<file path="src/rtl/arb_pkg.sv">
// Shared constants and state encoding for the 8-way round-robin arbiter.
package arb_pkg;

  localparam int unsigned NUM_REQ = 8;
  localparam int unsigned IdxW    = 3;

  typedef enum logic [0:0] {
    StIdle,
    StGrant
  } arb_state_e;

endpackage

</file>
<file path="src/rtl/prio_enc8.sv">
// Combinational highest-set-bit encoder; bit 7 has the highest priority.
module prio_enc8
  import arb_pkg::*;
(
  input  logic [NUM_REQ-1:0] vec,
  output logic [IdxW-1:0]    idx,
  output logic               valid
);

  always_comb begin
    idx   = '0;
    valid = |vec;
    // Ascending scan so the last (highest) set bit wins.
    for (int i = 0; i < NUM_REQ; i++) begin
      if (vec[i]) idx = IdxW'(i);
    end
  end

endmodule

</file>
<file path="src/rtl/rr_arb8.sv">
// 8-way round-robin arbiter with single-cycle grant latency, done/drop release
// and a hold limit that forcibly revokes a grant after MAX_HOLD cycles.
module rr_arb8
  import arb_pkg::*;
#(
  parameter int unsigned MAX_HOLD = 16
) (
  input  logic               clk,
  input  logic               rst,
  input  logic [NUM_REQ-1:0] req,
  input  logic               done,
  output logic [NUM_REQ-1:0] gnt,
  output logic [IdxW-1:0]    gnt_id,
  output logic               gnt_valid,
  output logic               timeout
);

  localparam logic [8:0] HoldLast = 9'(MAX_HOLD - 1);

  arb_state_e         state_q, state_d;
  logic [IdxW-1:0]    last_q, last_d;
  logic [8:0]         hold_q, hold_d;
  logic [NUM_REQ-1:0] gnt_q, gnt_d;
  logic [IdxW-1:0]    gnt_id_q, gnt_id_d;
  logic               valid_q, valid_d;
  logic               timeout_q, timeout_d;

  logic [NUM_REQ-1:0] cand, below, masked;
  logic [IdxW-1:0]    m_idx, a_idx, win_idx;
  logic               m_vld, a_vld;
  logic               req_lost, hit_limit, release_ev;

  // While granted, the current grantee is excluded so a release hands off
  // straight to the next requester.
  assign cand    = (state_q == StGrant) ? (req & ~gnt_q) : req;
  assign below   = (NUM_REQ'(1) << last_q) - NUM_REQ'(1);
  assign masked  = cand & below;
  assign win_idx = m_vld ? m_idx : a_idx;

  prio_enc8 u_enc_masked (
    .vec   (masked),
    .idx   (m_idx),
    .valid (m_vld)
  );

  prio_enc8 u_enc_all (
    .vec   (cand),
    .idx   (a_idx),
    .valid (a_vld)
  );

  assign req_lost   = !req[gnt_id_q];
  assign hit_limit  = (hold_q == HoldLast);
  assign release_ev = done || req_lost || hit_limit;

  always_comb begin
    state_d   = state_q;
    last_d    = last_q;
    hold_d    = hold_q;
    gnt_d     = gnt_q;
    gnt_id_d  = gnt_id_q;
    valid_d   = valid_q;
    timeout_d = 1'b0;

    unique case (state_q)
      StIdle: begin
        if (a_vld) begin
          state_d  = StGrant;
          gnt_d    = NUM_REQ'(1) << win_idx;
          gnt_id_d = win_idx;
          valid_d  = 1'b1;
          last_d   = win_idx;
          hold_d   = '0;
        end
      end
      StGrant: begin
        if (release_ev) begin
          // Only a pure hold-limit revocation is flagged as a timeout.
          timeout_d = hit_limit && !done && !req_lost;
          if (a_vld) begin
            gnt_d    = NUM_REQ'(1) << win_idx;
            gnt_id_d = win_idx;
            last_d   = win_idx;
            hold_d   = '0;
          end else begin
            state_d  = StIdle;
            gnt_d    = '0;
            gnt_id_d = '0;
            valid_d  = 1'b0;
            hold_d   = '0;
          end
        end else begin
          hold_d = hold_q + 9'd1;
        end
      end
      default: state_d = StIdle;
    endcase
  end

  always_ff @(posedge clk) begin
    if (rst) begin
      state_q   <= StIdle;
      last_q    <= '0;
      hold_q    <= '0;
      gnt_q     <= '0;
      gnt_id_q  <= '0;
      valid_q   <= 1'b0;
      timeout_q <= 1'b0;
    end else begin
      state_q   <= state_d;
      last_q    <= last_d;
      hold_q    <= hold_d;
      gnt_q     <= gnt_d;
      gnt_id_q  <= gnt_id_d;
      valid_q   <= valid_d;
      timeout_q <= timeout_d;
    end
  end

  assign gnt       = gnt_q;
  assign gnt_id    = gnt_id_q;
  assign gnt_valid = valid_q;
  assign timeout   = timeout_q;

endmodule
</file>
<file path="config.mk">
export PLATFORM = sky130hd
export DESIGN_NAME = rr_arb8
export DESIGN_NICKNAME = d
export VERILOG_FILES = /design/src/rtl/arb_pkg.sv /design/src/rtl/prio_enc8.sv /design/src/rtl/rr_arb8.sv
export SDC_FILE = /design/constraint.sdc
export NUM_CORES = 1
export LEC_CHECK = 0
export ABC_AREA = 1
export ABC_CLOCK_PERIOD_IN_PS = 2200
export CORE_MARGIN = 1
export CORE_UTILIZATION = 43
export CTS_CLUSTER_SIZE = 16
export DETAILED_ROUTE_END_ITERATION = 12
export PLACE_DENSITY = 0.68
export SLEW_MARGIN = 10
export SYNTH_ARGS = -nofsm -noshare
export SYNTH_HDL_FRONTEND = slang
export SYNTH_HIERARCHICAL = 1
export SYNTH_SLANG_ARGS = --single-unit
</file>
<file path="constraint.sdc">
create_clock -name clk -period 2.2 [get_ports clk]
set_clock_uncertainty 0.05 [all_clocks]
set_input_delay 0.33 -clock clk [delete_from_list [all_inputs] [get_ports clk]]
set_output_delay 0.33 -clock clk [all_outputs]
set_load 0.02 [all_outputs]
</file>
==> results.json, run 1 <==
{
  "outcome": "complete, no violations",
  "ys_ff_latch": 26,
  "highest-signal-layer": "met4",
  "powerDensity_mw_per_mm2": 643,
  "routed-via-count": 1674,
  "yosysTopAreaCell": "dfxtp_1",
  "ios": 24,
  "fmax_mhz": 477,
  "ir_worst_vdd_mv": 0.411,
  "syn_area_sq_mm": 0.00160,
  "required_ps": 2370,
  "drc": 0,
  "grt_pass1_wl_um": 6670,
  "avgRoutedWirePerCell_um": 11.2,
  "crit_chain": "clkdlybuf4s50_1, inv_1, a21oi_2, o21a_1, buf_4, nor3_2, nand3_2, o21ai_2, inv_1, a21oi_2, nand2_1, nand2_1, nand2_1, nor2_1",
  "first_iter_violations": 87,
  "yosys_warnings": 6,
  "viasPerCell": 4.76,
  "ys.flop_type": "dfxtp_1",
  "slew_violations": 0,
  "start_util": 0.463,
  "finalWirelength_um": 3930,
  "drtPass1Iterations": 4,
  "critPathKind": "in2reg",
  "ys_types": 29,
  "dp_cells": 346,
  "clk_pin_slew_worst_paths_ps": 90,
  "grt_pass1_vias": 1514,
  "crit_path_start_kind": "input port",
  "diodes": 0,
  "crit_top_cell": "nand2_1",
  "syn_area_per_cell_sq_um": 6.43,
  "antenna_found_initial": 0,
  "detailed_place_hpwl_um": 3040,
  "period_share": 0.953,
  "async_reset_ff_frac": 0,
  "finalNetCount": 320,
  "areaGrowthSynthToFinish_pct": 42.6,
  "core-area_sq_mm": 0.00344,
  "port_buffers": 23,
  "layout-drive-gt1-share": 0.248,
  "cts-root-buf": "clkbuf_8",
  "yosysMostFrequentCell": "nand2_1",
  "max_stage_delay_ps": 410,
  "die_h_um": 62.9,
  "seq_area_frac_synth": 0.326,
  "cap_violations": 0,
  "wl_met3_um": 125,
  "syn_inst": 248,
  "ant_nets": 0,
  "netlist_top_cells_area": "dfxtp_1 (33%), nand2_1 (17%), nor2_1 (8.9%)",
  "die_area_sq_mm": 0.00396,
  "setup_ws_ps": 104,
  "period_minus_slack_ps": 2100,
  "cts_made_buffers": 3,
  "grt_max_degree": 17,
  "track_usage": 0.210,
  "power.leakage_nw": 1.09,
  "overflow": 0,
  "die_x_um": 62.9,
  "routed-wl-met2_um": 1910,
  "setup_viol": 0,
  "critical-path-top-delay-family": "buffers and inverters",
  "fin_area_sq_mm": 0.00227,
  "final_core_util": 0.661,
  "arrival_ps": 2260,
  "path_buf_inv": 4,
  "cts_tree": "done",
  "rsz0062_at_grt": "true",
  "clock_path_buffers": 2,
  "worstSetupEndpointType": "flop",
  "synth_edf_count": 0,
  "rows": 21,
  "synthTopCellsByCount": "nand2_1 (73), nor2_1 (38), inv_1 (35), dfxtp_1 (26), a21oi_1 (19)",
  "gp_congestion": 0.906,
  "synth_top_area_frac": 0.326,
  "cp_max_fo": 6,
  "min_path_type": "reg2reg",
  "hold_ws_ps": 419,
  "fin_cells": 352,
  "numClockSinks": 26,
  "clock_latency_ps": 270,
  "hold_viol": 0,
  "crit_path_top_delay_cell": "clkdlybuf4s50_1",
  "htree_levels": 1,
  "wl_met1_um": 1870,
  "place_ws_ps": -320,
  "placed_area_sq_mm": 0.00210
}
==> routing by layer <==
metal,up-vias,global-route usage
met5,-,0
met2,28,0.344
met3,2,0.0328
met4,0,0.0436
li1,892,-
met1,752,0.288
==> final cells by class <==
class | count | area (sq um)
clock buffers | 3 | 41.3
fillers | 314 | 1170
clock inverters | 1 | 30.0
inverters | 37 | 139
multi-input cells | 183 | 1000
well taps | 46 | 57.6
repair buffers | 56 | 478
flip-flops and latches | 26 | 524
==> per-stage QoR <==
step,TNS (ps),total power [mW]
after floorplan,0,0.851
after detailed placement,-4300,1.04
after global routing,-41.3,1.57
final,0,1.46
after CTS,0,1.44
after global placement,-3770,1.04
==> worst min-delay path: stages, from the launching register on <==
cell and delay (ps):
dfxtp_1 320, nand2_1 60, a21oi_1 50
==> registers in the layout, summed over array words and instances, names as in the netlist <==
register   flops
timeout        1
hold_q         9
gnt            8
last_q         3
gnt_valid      1
state_q        1
gnt_id         3
==> cells in the final DEF (no fill, tap or decap), types with 2 or more instances in the layout <==
cell and count:
inv_1 30, nand4_4 2, clkbuf_8 3, inv_2 6
nand2_4 2, nor2_2 4, nand2_1 72, nand3_2 7
nor3_1 2, o21ai_2 3, xnor2_1 2, xor2_1 6
dfxtp_1 25, a21oi_2 7, conb_1 2, clkdlybuf4s50_1 23
and3_1 2, nand3_1 11, nand2_2 3, nor2_1 34
buf_4 33, a21oi_1 12
==> power breakdown <==
part | switching (mW) | internal, mW | total, mW
sequential | 0.0500 | 0.509 | 0.559
clock | 0.149 | 0.243 | 0.392
combinational | 0.284 | 0.228 | 0.512
total | 0.483 | 0.981 | 1.46
==> final timing paths <==
kind | slack, ps | end | depth (start not counted) | start
worst min-delay path | 420 | gnt_valid$_SDFFE_PP0P_ | 2 | gnt_valid$_SDFFE_PP0P_
worst max-delay path | 100 | gnt[3]$_SDFFE_PP0P_ | 14 | req[1]
worst min register to register | 420 | gnt_valid$_SDFFE_PP0P_ | 2 | gnt_valid$_SDFFE_PP0P_
worst max register to register | 180 | gnt[3]$_SDFFE_PP0P_ | 12 | state_q$_SDFF_PP0_
==> cell families after synthesis <==
kind of cell	after synthesis	share of synthesized area
AOI/OAI and AO/OA	26	0.0933
xor gates and xnor gates	8	0.0439
adders and majority gates	2	0.0157
buffers and inverters	40	0.101
DFF	26	0.326
other	1	0.00235
and+or+nand+nor	145	0.417
==> what timing repair did <==
action                                  4_1_cts  5_1_grt
buffers inserted                              0        2
endpoints found under the setup margin       11       19
hold buffers                                  0        0
pin swaps                                     0        4
cloned                                        0        0
resized for setup                             4       28
hold endpoints to repair                      0        0
Power figures use the tool's default switching activity.
==> run 2, diff against run 1 <==
--- a/config.mk
+++ b/config.mk
@@ -11,6 +11,7 @@
 export CORE_UTILIZATION = 43
 export CTS_CLUSTER_SIZE = 16
 export DETAILED_ROUTE_END_ITERATION = 12
+export GPL_ROUTABILITY_DRIVEN = 0
 export PLACE_DENSITY = 0.68
 export SLEW_MARGIN = 10
 export SYNTH_ARGS = -nofsm -noshare
==> results.json, run 2 (synthesized netlist as in run 1, its figures left out) <==
{
  "outcome": "complete, no violations",
  "cts_made_buffers": 3,
  "place_ws_ps": -241,
  "crit_path_start_kind": "input port",
  "layout_commonest_cell": "nand2_1",
  "first_iter_violations": 67,
  "arrival_ps": 2270,
  "setup_ws_ps": 96.0,
  "powerDensity_mw_per_mm2": 649,
  "htree_levels": 1,
  "n_fill_cell": 307,
  "hold_viol": 0,
  "power.leakage_nw": 1.10,
  "avgRoutedWirePerCell_um": 11.4,
  "worst-r2r-setup-slack_ps": 160,
  "critPathKind": "in2reg",
  "rows": 21,
  "areaGrowthSynthToFinish_pct": 43.7,
  "layout-drive-gt1-share": 0.255,
  "port_buffers": 23,
  "ant_nets": 0,
  "min_path_type": "reg2reg",
  "ir_worst_vdd_mv": 0.375,
  "cts-root-buf": "clkbuf_8",
  "min_from": "gnt_valid$_SDFFE_PP0P_",
  "start_util": 0.463,
  "routed-via-count": 1648,
  "antenna_found_initial": 0,
  "detailed_place_hpwl_um": 2900,
  "cap_violations": 0,
  "grt_max_degree": 17,
  "die_x_um": 62.9,
  "largest_reg_flops": 9,
  "die_area_sq_mm": 0.00396,
  "diodes": 0,
  "final_cell_mix": "nand2_1 (72), buf_4 (33), nor2_1 (32)",
  "clock_latency_ps": 270,
  "overflow": 0,
  "die_h_um": 62.9,
  "period_minus_slack_ps": 2100,
  "regMostFlops": "hold_q",
  "slew_violations": 0,
  "grt_pass1_wl_um": 6540,
  "ios": 24,
  "viasPerCell": 4.68,
  "multi_input_comb_area_sq_mm": 0.00102,
  "cp_max_fo": 6,
  "setup_viol": 0,
  "numClockSinks": 26,
  "drtPass1Iterations": 4,
  "period_share": 0.956,
  "finalNetCount": 320,
  "track_usage": 0.204,
  "clk_pin_slew_worst_paths_ps": 90,
  "required_ps": 2360,
  "fmax_mhz": 475,
  "cts_tree": "done",
  "seqCellArea_sq_um": 524,
  "core-area_sq_mm": 0.00344,
  "hold_ws_ps": 417,
  "grt_pass1_vias": 1498,
  "clock_path_buffers": 2,
  "finalWirelength_um": 4000,
  "r2r_start": "state_q$_SDFF_PP0_",
  "drc": 0,
  "worstSetupEndpointType": "flop",
  "startpoint": "req[1]"
}
[run 2: cell counts in the layout (fill, tap and decap cells not counted)]
No cell type changed its count.
[run 2: timing repair]
item | CTS | global route
setup buffers | 0 | 2
endpoints found under the hold margin | 0 | 0
hold buffers | 0 | 0
resized for setup | 3 | 34
gates cloned | 0 | 0
endpoints found under the setup margin | 7 | 18
pin swaps | 0 | 3
[run 2: where the power goes]
group | leakage [nW] | total, mW | switching [mW] | internal [mW]
registers | 0.214 | 0.560 | 0.0509 | 0.509
logic | 0.846 | 0.531 | 0.297 | 0.235
clock network | 0.0357 | 0.397 | 0.153 | 0.244
total | 1.10 | 1.49 | 0.501 | 0.988
[run 2: cell type report]
cell class,instances,share of cell area
clock inverter,1,0.0131
clock buffer,3,0.0180
sequential,26,0.229
tap,46,0.0251
timing repair buffer,56,0.209
multi-input combinational,183,0.446
inverter,37,0.0606
[run 2: metal layers]
| layer | track usage | share of wire | up-vias |
|---|---|---|---|
| li1 | - | - | 884 |
| met1 | 0.279 | 0.49 | 716 |
| met2 | 0.333 | 0.47 | 42 |
| met3 | 0.0255 | 0.028 | 6 |
| met4 | 0.0523 | 0.011 | 0 |
| met5 | 0 | 0 | - |
[run 2: path summary, 6_finish.rpt]
path                                 end  cells after the start
setup reg to reg     gnt[3]$_SDFFE_PP0P_                     13
hold reg to reg   gnt_valid$_SDFFE_PP0P_                      2
hold / removal    gnt_valid$_SDFFE_PP0P_                      2
setup / recovery     gnt[3]$_SDFFE_PP0P_                     15
[run 2: metrics by stage]
stage	power [mW]	setup TNS (ps)	cell area, sq um	std cells	util
after global routing	1.59	-327	2290	352	0.666
after CTS	1.44	0	2170	350	0.631
final	1.49	0	2290	352	0.666
after detailed placement	1.04	-3160	2100	346	0.610
after floorplan	0.851	0	1610	249	-
after global placement	1.04	-3570	2100	346	0.610
[run 2: critical path: stages]
cell             delay [ps]
clkdlybuf4s50_1         400
inv_1                    90
a21oi_2                  50
o21a_1                  120
buf_4                   130
nor3_2                  220
nand3_2                 180
nand2_1                 130
o21ai_2                  80
buf_4                   150
nor2_2                  130
nand2_1                  60
nand2_1                  70
nand2_1                  50
nor2_1                   80
